$ cat config.mk
export PLATFORM = sky130hd
export DESIGN_NAME = tdm_clk_gen_flat
export DESIGN_NICKNAME = d
export VERILOG_FILES = /design/src/rtl/tdm_pkg.sv /design/src/rtl/tdm_clk_gen_if.sv /design/src/rtl/tdm_chan_seq.sv /design/src/rtl/tdm_clk_gen.sv /design/src/flat_wrapper.sv
export SDC_FILE = /design/constraint.sdc
export NUM_CORES = 1
export LEC_CHECK = 0
export CAP_MARGIN = 20
export CORE_MARGIN = 2
export CORE_UTILIZATION = 46
export DETAILED_ROUTE_END_ITERATION = 8
export GPL_TIMING_DRIVEN = 0
export PLACE_DENSITY = 0.68
export SKIP_LAST_GASP = 1
export SLEW_MARGIN = 20
export SYNTH_ARGS = -nofsm -noshare
export SYNTH_HDL_FRONTEND = slang
export SYNTH_SLANG_ARGS = --single-unit
$ cat constraint.sdc
create_clock -name clk -period 2.2 [get_ports clk]
set_input_delay 0.44 -clock clk [delete_from_list [all_inputs] [get_ports clk]]
set_output_delay 0.44 -clock clk [all_outputs]
set_load 0.02 [all_outputs]
$ cat src/rtl/tdm_pkg.sv
// Shared types and timing constants for the TDM clock generator.
// Durations are expressed in quarter-bit (Q) units.
package tdm_pkg;

  typedef enum logic [2:0] {
    IDLE      = 3'd0,
    ARMED     = 3'd1,
    DELAY     = 3'd2,
    HI        = 3'd3,
    LO        = 3'd4,
    EN_HOLD   = 3'd5,
    TAIL_WAIT = 3'd6,
    TAIL_HI   = 3'd7
  } chan_state_e;

  localparam int HI_Q    = 2;
  localparam int LO_Q    = 2;
  localparam int HOLD_Q  = 1;
  localparam int TAILW_Q = 1;
  localparam int TAILH_Q = 2;

endpackage

$ cat src/rtl/tdm_clk_gen_if.sv
// Pin-level bundle of the TDM clock generator: frame/burst sync inputs,
// per-channel configuration and the gated clock/enable outputs.
interface tdm_clk_gen_if #(
  parameter int N_CH  = 4,
  parameter int CNT_W = 6,
  parameter int DLY_W = 4
);
  logic                    f0_n_i;
  logic                    c4_i;
  logic [N_CH*DLY_W-1:0]   cfg_delay;
  logic [N_CH*CNT_W-1:0]   cfg_pulses;
  logic [N_CH-1:0]         cfg_tail;
  logic [N_CH-1:0]         clk_en;
  logic [N_CH-1:0]         clk_o;
  logic                    busy;
  logic                    frame_err;

  modport master (
    output f0_n_i, c4_i, cfg_delay, cfg_pulses, cfg_tail,
    input  clk_en, clk_o, busy, frame_err
  );

  modport slave (
    input  f0_n_i, c4_i, cfg_delay, cfg_pulses, cfg_tail,
    output clk_en, clk_o, busy, frame_err
  );
endinterface

$ cat src/rtl/tdm_chan_seq.sv
// One TDM channel: sequences delay, clock pulses, enable hold and optional
// tail pulse in Q ticks; clk_en/clk_o are registered from the next state.
module tdm_chan_seq
  import tdm_pkg::*;
#(
  parameter int QTR_DIV = 8,
  parameter int CNT_W   = 6,
  parameter int DLY_W   = 4
) (
  input  logic             clk,
  input  logic             rst,
  input  logic             f0_stb_i,
  input  logic             c4_stb_i,
  input  logic [DLY_W-1:0] cfg_delay_i,
  input  logic [CNT_W-1:0] cfg_pulses_i,
  input  logic             cfg_tail_i,
  output logic             clk_en_o,
  output logic             clk_o_o,
  output logic             busy_d_o,
  output logic             active_o
);

  // Tick counter must hold the longest delay (all-ones delay times Q).
  localparam int TICK_W = $clog2((2 ** DLY_W) * QTR_DIV);

  localparam logic [TICK_W-1:0] HI_RELOAD    = TICK_W'(HI_Q * QTR_DIV - 1);
  localparam logic [TICK_W-1:0] LO_RELOAD    = TICK_W'(LO_Q * QTR_DIV - 1);
  localparam logic [TICK_W-1:0] HOLD_RELOAD  = TICK_W'(HOLD_Q * QTR_DIV - 1);
  localparam logic [TICK_W-1:0] TAILW_RELOAD = TICK_W'(TAILW_Q * QTR_DIV - 1);
  localparam logic [TICK_W-1:0] TAILH_RELOAD = TICK_W'(TAILH_Q * QTR_DIV - 1);

  chan_state_e       state_q, state_d;
  logic [TICK_W-1:0] tick_q, tick_d;
  logic [CNT_W-1:0]  pulse_q, pulse_d;
  logic [DLY_W-1:0]  dly_q, dly_d;
  logic              tail_q, tail_d;
  logic              clk_en_q, clk_en_d;
  logic              clk_o_q, clk_o_d;
  logic              tick_done_s;
  logic              go_pulse_s;

  assign tick_done_s = (tick_q == '0);

  // State, counters, latched config and registered outputs
  always_ff @(posedge clk) begin
    if (rst) begin
      state_q  <= IDLE;
      tick_q   <= '0;
      pulse_q  <= '0;
      dly_q    <= '0;
      tail_q   <= 1'b0;
      clk_en_q <= 1'b0;
      clk_o_q  <= 1'b0;
    end else begin
      state_q  <= state_d;
      tick_q   <= tick_d;
      pulse_q  <= pulse_d;
      dly_q    <= dly_d;
      tail_q   <= tail_d;
      clk_en_q <= clk_en_d;
      clk_o_q  <= clk_o_d;
    end
  end

  // Next-state and counter update; a frame strobe overrides everything
  always_comb begin
    state_d    = state_q;
    tick_d     = tick_q;
    pulse_d    = pulse_q;
    dly_d      = dly_q;
    tail_d     = tail_q;
    go_pulse_s = 1'b0;
    if (f0_stb_i) begin
      state_d = ARMED;
      tick_d  = '0;
      pulse_d = cfg_pulses_i;
      dly_d   = cfg_delay_i;
      tail_d  = cfg_tail_i;
    end else begin
      if (!tick_done_s) begin
        tick_d = tick_q - 1'b1;
      end else begin
        tick_d = tick_q;
      end
      case (state_q)
        IDLE: state_d = IDLE;
        ARMED: begin
          if (c4_stb_i && (dly_q != '0)) begin
            state_d = DELAY;
            tick_d  = TICK_W'(int'(dly_q) * QTR_DIV - 1);
          end else if (c4_stb_i) begin
            go_pulse_s = 1'b1;
          end else begin
            state_d = ARMED;
          end
        end
        DELAY: go_pulse_s = tick_done_s;
        HI: begin
          if (tick_done_s) begin
            state_d = LO;
            tick_d  = LO_RELOAD;
          end else begin
            state_d = HI;
          end
        end
        LO: go_pulse_s = tick_done_s;
        EN_HOLD: begin
          if (tick_done_s && tail_q) begin
            state_d = TAIL_WAIT;
            tick_d  = TAILW_RELOAD;
          end else if (tick_done_s) begin
            state_d = IDLE;
          end else begin
            state_d = EN_HOLD;
          end
        end
        TAIL_WAIT: begin
          if (tick_done_s) begin
            state_d = TAIL_HI;
            tick_d  = TAILH_RELOAD;
          end else begin
            state_d = TAIL_WAIT;
          end
        end
        TAIL_HI: begin
          if (tick_done_s) begin
            state_d = IDLE;
          end else begin
            state_d = TAIL_HI;
          end
        end
        default: state_d = IDLE;
      endcase
      // Start another pulse while the counter is non-zero, else close the window
      if (go_pulse_s && (pulse_q != '0)) begin
        state_d = HI;
        tick_d  = HI_RELOAD;
        pulse_d = pulse_q - 1'b1;
      end else if (go_pulse_s) begin
        state_d = EN_HOLD;
        tick_d  = HOLD_RELOAD;
      end else begin
        pulse_d = pulse_q;
      end
    end
  end

  // Output decode from the next state so the flops line up with the state
  always_comb begin
    clk_en_d = (state_d inside {ARMED, DELAY, HI, LO, EN_HOLD});
    clk_o_d  = (state_d inside {HI, TAIL_HI});
  end

  assign clk_en_o = clk_en_q;
  assign clk_o_o  = clk_o_q;
  assign busy_d_o = (state_d != IDLE);
  assign active_o = !(state_q inside {IDLE, ARMED});

endmodule

$ cat src/rtl/tdm_clk_gen.sv
// TDM clock generator top: synchronises frame/burst inputs, derives strobes
// and drives N_CH channel sequencers; busy and frame_err are registered.
module tdm_clk_gen #(
  parameter int N_CH        = 4,
  parameter int QTR_DIV     = 8,
  parameter int CNT_W       = 6,
  parameter int DLY_W       = 4,
  parameter int SYNC_STAGES = 2
) (
  input  logic         clk,
  input  logic         rst,
  tdm_clk_gen_if.slave bus
);

  logic [SYNC_STAGES-1:0] f0_sync_q;
  logic [SYNC_STAGES-1:0] c4_sync_q;
  logic                   f0_prev_q, c4_prev_q;
  logic                   f0_stb_q, c4_stb_q;
  logic                   busy_q, frame_err_q;
  logic [N_CH-1:0]        clk_en_s, clk_o_s, busy_d_s, active_s;

  // Synchronisers and falling-edge strobes; idle level of both pins is high
  always_ff @(posedge clk) begin
    if (rst) begin
      f0_sync_q <= '1;
      c4_sync_q <= '1;
      f0_prev_q <= 1'b1;
      c4_prev_q <= 1'b1;
      f0_stb_q  <= 1'b0;
      c4_stb_q  <= 1'b0;
    end else begin
      f0_sync_q <= {f0_sync_q[SYNC_STAGES-2:0], bus.f0_n_i};
      c4_sync_q <= {c4_sync_q[SYNC_STAGES-2:0], bus.c4_i};
      f0_prev_q <= f0_sync_q[SYNC_STAGES-1];
      c4_prev_q <= c4_sync_q[SYNC_STAGES-1];
      f0_stb_q  <= f0_prev_q & ~f0_sync_q[SYNC_STAGES-1];
      c4_stb_q  <= c4_prev_q & ~c4_sync_q[SYNC_STAGES-1];
    end
  end

  // Status flags; busy follows the channels' next state to stay aligned
  always_ff @(posedge clk) begin
    if (rst) begin
      busy_q      <= 1'b0;
      frame_err_q <= 1'b0;
    end else begin
      busy_q      <= |busy_d_s;
      frame_err_q <= f0_stb_q & (|active_s);
    end
  end

  for (genvar g = 0; g < N_CH; g++) begin : g_chan
    tdm_chan_seq #(
      .QTR_DIV (QTR_DIV),
      .CNT_W   (CNT_W),
      .DLY_W   (DLY_W)
    ) u_chan (
      .clk          (clk),
      .rst          (rst),
      .f0_stb_i     (f0_stb_q),
      .c4_stb_i     (c4_stb_q),
      .cfg_delay_i  (bus.cfg_delay[g*DLY_W +: DLY_W]),
      .cfg_pulses_i (bus.cfg_pulses[g*CNT_W +: CNT_W]),
      .cfg_tail_i   (bus.cfg_tail[g]),
      .clk_en_o     (clk_en_s[g]),
      .clk_o_o      (clk_o_s[g]),
      .busy_d_o     (busy_d_s[g]),
      .active_o     (active_s[g])
    );
  end

  assign bus.clk_en    = clk_en_s;
  assign bus.clk_o     = clk_o_s;
  assign bus.busy      = busy_q;
  assign bus.frame_err = frame_err_q;

endmodule
$ cat src/flat_wrapper.sv
// flat-port wrapper written by rule: the top's interface ports become plain ports
module tdm_clk_gen_flat 
#(
  parameter int N_CH        = 4,
  parameter int QTR_DIV     = 8,
  parameter int CNT_W       = 6,
  parameter int DLY_W       = 4,
  parameter int SYNC_STAGES = 2
)
  (clk, rst, bus_f0_n_i, bus_c4_i, bus_cfg_delay, bus_cfg_pulses, bus_cfg_tail, bus_clk_en, bus_clk_o, bus_busy, bus_frame_err);
  tdm_clk_gen_if #(.N_CH(N_CH), .CNT_W(CNT_W), .DLY_W(DLY_W)) bus_i ();
  input  logic clk;
  input  logic rst;
  input wire logic [$bits(bus_i.f0_n_i)-1:0] bus_f0_n_i;
  input wire logic [$bits(bus_i.c4_i)-1:0] bus_c4_i;
  input wire logic [$bits(bus_i.cfg_delay)-1:0] bus_cfg_delay;
  input wire logic [$bits(bus_i.cfg_pulses)-1:0] bus_cfg_pulses;
  input wire logic [$bits(bus_i.cfg_tail)-1:0] bus_cfg_tail;
  output wire logic [$bits(bus_i.clk_en)-1:0] bus_clk_en;
  output wire logic [$bits(bus_i.clk_o)-1:0] bus_clk_o;
  output wire logic [$bits(bus_i.busy)-1:0] bus_busy;
  output wire logic [$bits(bus_i.frame_err)-1:0] bus_frame_err;
  assign bus_i.f0_n_i = bus_f0_n_i;
  assign bus_i.c4_i = bus_c4_i;
  assign bus_i.cfg_delay = bus_cfg_delay;
  assign bus_i.cfg_pulses = bus_cfg_pulses;
  assign bus_i.cfg_tail = bus_cfg_tail;
  assign bus_clk_en = bus_i.clk_en;
  assign bus_clk_o = bus_i.clk_o;
  assign bus_busy = bus_i.busy;
  assign bus_frame_err = bus_i.frame_err;
  tdm_clk_gen #(.N_CH(N_CH), .QTR_DIV(QTR_DIV), .CNT_W(CNT_W), .DLY_W(DLY_W), .SYNC_STAGES(SYNC_STAGES)) u_core (.clk(clk), .rst(rst), .bus(bus_i));
endmodule
==> flow_metrics.tcl <==
set metrics [dict create \
    grt_overflow_total 0 \
    rsz0062_at_grt "yes" \
    yosys_warnings 0 \
    violations "setup timing" \
    wl_per_cell_microns 16.3 \
    cts_tree "built" \
    synthArstFlopShare_pct 0 \
    crit_type "reg -> reg" \
    synthSimpleGateAreaFrac_pct 24.9 \
    clock_latency_ns 0.35 \
    antenna_found_initial 0 \
    ys_ff_latch 102 \
    placed_cell_area_sq_mm 0.00625 \
    synthXorXnorAreaFrac_pct 6.68 \
    synth_area_sq_mm 0.00551 \
    gp_congestion 0.922 \
    p_int_w 0.00439 \
    vias_per_cell 5.64 \
    syn2layout_area_growth_pct 27.5 \
    stdcell_area_sq_mm 0.00702 \
    worstHoldPathType "reg -> reg" \
    clk_path_buf_depth 2 \
    crit_path_end_kind "flip-flop" \
    layout_common_cells "dfxtp_1 (100), nor2_1 (84), nand2_1 (57)" \
    via_count 5093 \
    htreeDepth 3 \
    dieArea_sq_mm 0.0129 \
    start_util_pct 47.6 \
    io_pins 58 \
    p_sw_w 0.00227 \
    setup_viol_count_final 2 \
    arrival_ns 2.51 \
    switching_share_pct 34.0 \
    grt_max_degree 16 \
    synth.avg_cell_area_sq_um 8.23 \
    placed_cells 868 \
    power_frac_clock_pct 27.4 \
    dieHeight_microns 113 \
    yosysSeqAreaShare_pct 37.1 \
    start_kind "flip-flop" \
    ys.flop_type "dfxtp_1" \
    nNetsFinal 820 \
    clock_skew_ns 0.00460 \
    cts.sinks 102 \
    pwr-share-seq_pct 35.3 \
    syn_inst 669 \
    synth_compound_area_share_pct 17.2 \
    ys_top_cells_by_area "dfxtp_1 (37%), nor2_1 (5.9%), mux2i_1 (4.4%), nand2_1 (4.0%), a21oi_1 (3.7%)" \
    first_global_vias 4793 \
    slew-limit-headroom_pct 31.3 \
    io_buffers 56 \
    drc 0 \
    leakage_nw 2.70 \
    crit_fanout 5 \
    synth_cell_types 75 \
    cts_root_buffer "clkbuf_16" \
    vdd_ir_drop_max_mv 0.796 \
    synth_top_area_share_pct 37.1 \
    drt_iter0_markers 308 \
    cap_violations 0 \
    grt_pass1_wl_microns 23600 \
    synthAdderAreaFrac_pct 3.64 \
    drt_first_pass_iters 4 \
    ctsHoldBuffers 0 \
    synth_top_area_cell "dfxtp_1" \
    max_freq_mhz 441 \
    core_area_sq_mm 0.0116 \
    synth-edff-count 0 \
    die_w_microns 113 \
    tightest_slew_ns 1.03 \
    setup_slack_ns -0.0658 \
    post-route-util_pct 60.7 \
    synth.area.mux_share_pct 4.57 \
    finalCritPeriodShare_pct 103 \
    dp_hpwl_microns 10400 \
    p_per_area_mw_per_mm2 949 \
    whs_ns 0.417 \
    ant_nets 0 \
    comb_power_share_pct 37.3 \
    dp_slack_ns -0.417 \
    mostFrequentLayoutCell "dfxtp_1" \
    layout-drive-gt1-share_pct 15.0 \
    slew_violations 0 \
    cts.clk_slew.worst_paths_ns 0.07 \
    layout.cells.non_filler 903 \
    status "finished, violations left" \
    track_usage_pct 23.0 \
    crit_required_ns 2.44 \
    placement_rows 39 \
    cts_buffers 9 \
    period_minus_slack_ns 2.27 \
    drt_wl_total_microns 14700 \
    synth_fp_nets 733 \
    synth_top_family_by_area "simple AND/OR/NAND/NOR gates" \
    hold_viol 0 \
    n_antenna_cell 0 \
]
## Yosys cell counts, types with 3 or more instances
cell type	n
xnor2_1	22
or4b_1	3
or3b_2	3
a22oi_1	3
nor2_2	3
xor2_1	20
o211ai_1	5
nor4_1	4
nand2b_1	10
inv_1	38
o22ai_1	6
nor3b_1	9
a41oi_1	3
a31oi_1	13
a311oi_1	3
ha_1	16
buf_4	10
a211oi_1	12
buf_2	4
or2_2	9
nand4_1	4
or3_1	5
a21oi_1	41
nand3_1	10
nor2_1	87
dfxtp_1	102
and2_1	3
nand2_1	58
o21ai_0	20
nor2b_1	6
o21a_1	7
nor3_1	24
and3_1	7
o31ai_1	4
clkbuf_1	21
mux2i_1	24
## flip-flops by register name, summed over array words and instances, names as in the netlist
signal	flops
u_core.bus.frame_err	1
u_core.g_chan.u_chan.tail_q	4
u_core.g_chan.u_chan.pulse_q	24
u_core.f0_stb_q	1
u_core.g_chan.u_chan.clk_en_o	4
u_core.g_chan.u_chan.state_q	12
u_core.c4_prev_q	1
u_core.f0_prev_q	1
u_core.bus.busy	1
u_core.c4_stb_q	1
u_core.g_chan.u_chan.clk_o_o	4
u_core.f0_sync_q	2
u_core.g_chan.u_chan.tick_q	28
u_core.g_chan.u_chan.dly_q	16
u_core.c4_sync_q	2
## power groups by stage
stage               Combinational [W]  Sequential (W)  Clock [W]
floorplan                     0.00165         0.00231          0
global placement              0.00207         0.00234          0
detailed placement            0.00211         0.00236          0
CTS                           0.00230         0.00233    0.00187
global route                  0.00280         0.00239    0.00193
finish                        0.00248         0.00235    0.00182
## final timing paths
kind	startpoint	to	slack (ns)	depth (start not counted)
worst max register to register	u_core.g_chan[3].u_chan.tick_q[0]	u_core.g_chan[3].u_chan.pulse_q[5]	-0.07	9
worst min-delay path	u_core.c4_prev_q	u_core.c4_stb_q	0.42	2
worst min register to register	u_core.c4_prev_q	u_core.c4_stb_q	0.42	2
worst max-delay path	u_core.g_chan[3].u_chan.tick_q[0]	u_core.g_chan[3].u_chan.pulse_q[5]	-0.07	9
## kinds of logic after synthesis
group           count (synthesis)
simple gates                  265
flops                         102
compound gates                143
fa+ha+maj                      16
mux                            25
buf+inv                        76
xor+xnor                       42
## worst max-delay path, stage by stage, from the launching register on
cell      delay [ns]
dfxtp_2         0.32
inv_2           0.07
ha_4            0.15
nor4b_4         0.17
buf_4           0.17
nand4b_4        0.15
a21oi_4         0.23
nor2_4          0.06
or4b_1          0.48
a311oi_1        0.34
## layout make-up
| cell class | count | area (sq um) |
|---|---|---|
| Timing Repair Buffer | 77 | 722 |
| Clock inverter | 4 | 95.1 |
| Tap cell | 143 | 179 |
| Multi-Input combinational cell | 491 | 3400 |
| Fill cell | 1033 | 4540 |
| Sequential cell | 102 | 2040 |
| Buffer | 37 | 193 |
| Inverter | 38 | 143 |
| Clock buffer | 11 | 243 |
## repair_timing
item / CTS / global route
buffers inserted: 7 / 14
gates resized for setup: 23 / 41
pin swaps: 5 / 13
setup endpoints to repair: 31 / 28
## stage by stage
stage | total power [W] | TNS [ns]
finish | 0.00666 | -0.0716
global route | 0.00711 | -0.475
CTS | 0.00650 | -0.227
detailed placement | 0.00447 | -3.06
global placement | 0.00441 | -2.49
floorplan | 0.00396 | 0
## per-layer routing
layer / wire [microns] / track usage, % / up-vias / share of wire (%)
met4: 295 / 8.37 / 0 / 2.0
met1: 6640 / 30.2 / 2415 / 45
li1: - / - / 2510 / -
met5: 0 / 0 / - / 0
met3: 773 / 4.14 / 21 / 5.3
met2: 7010 / 38.2 / 147 / 48
Power figures use the tool's default switching activity.
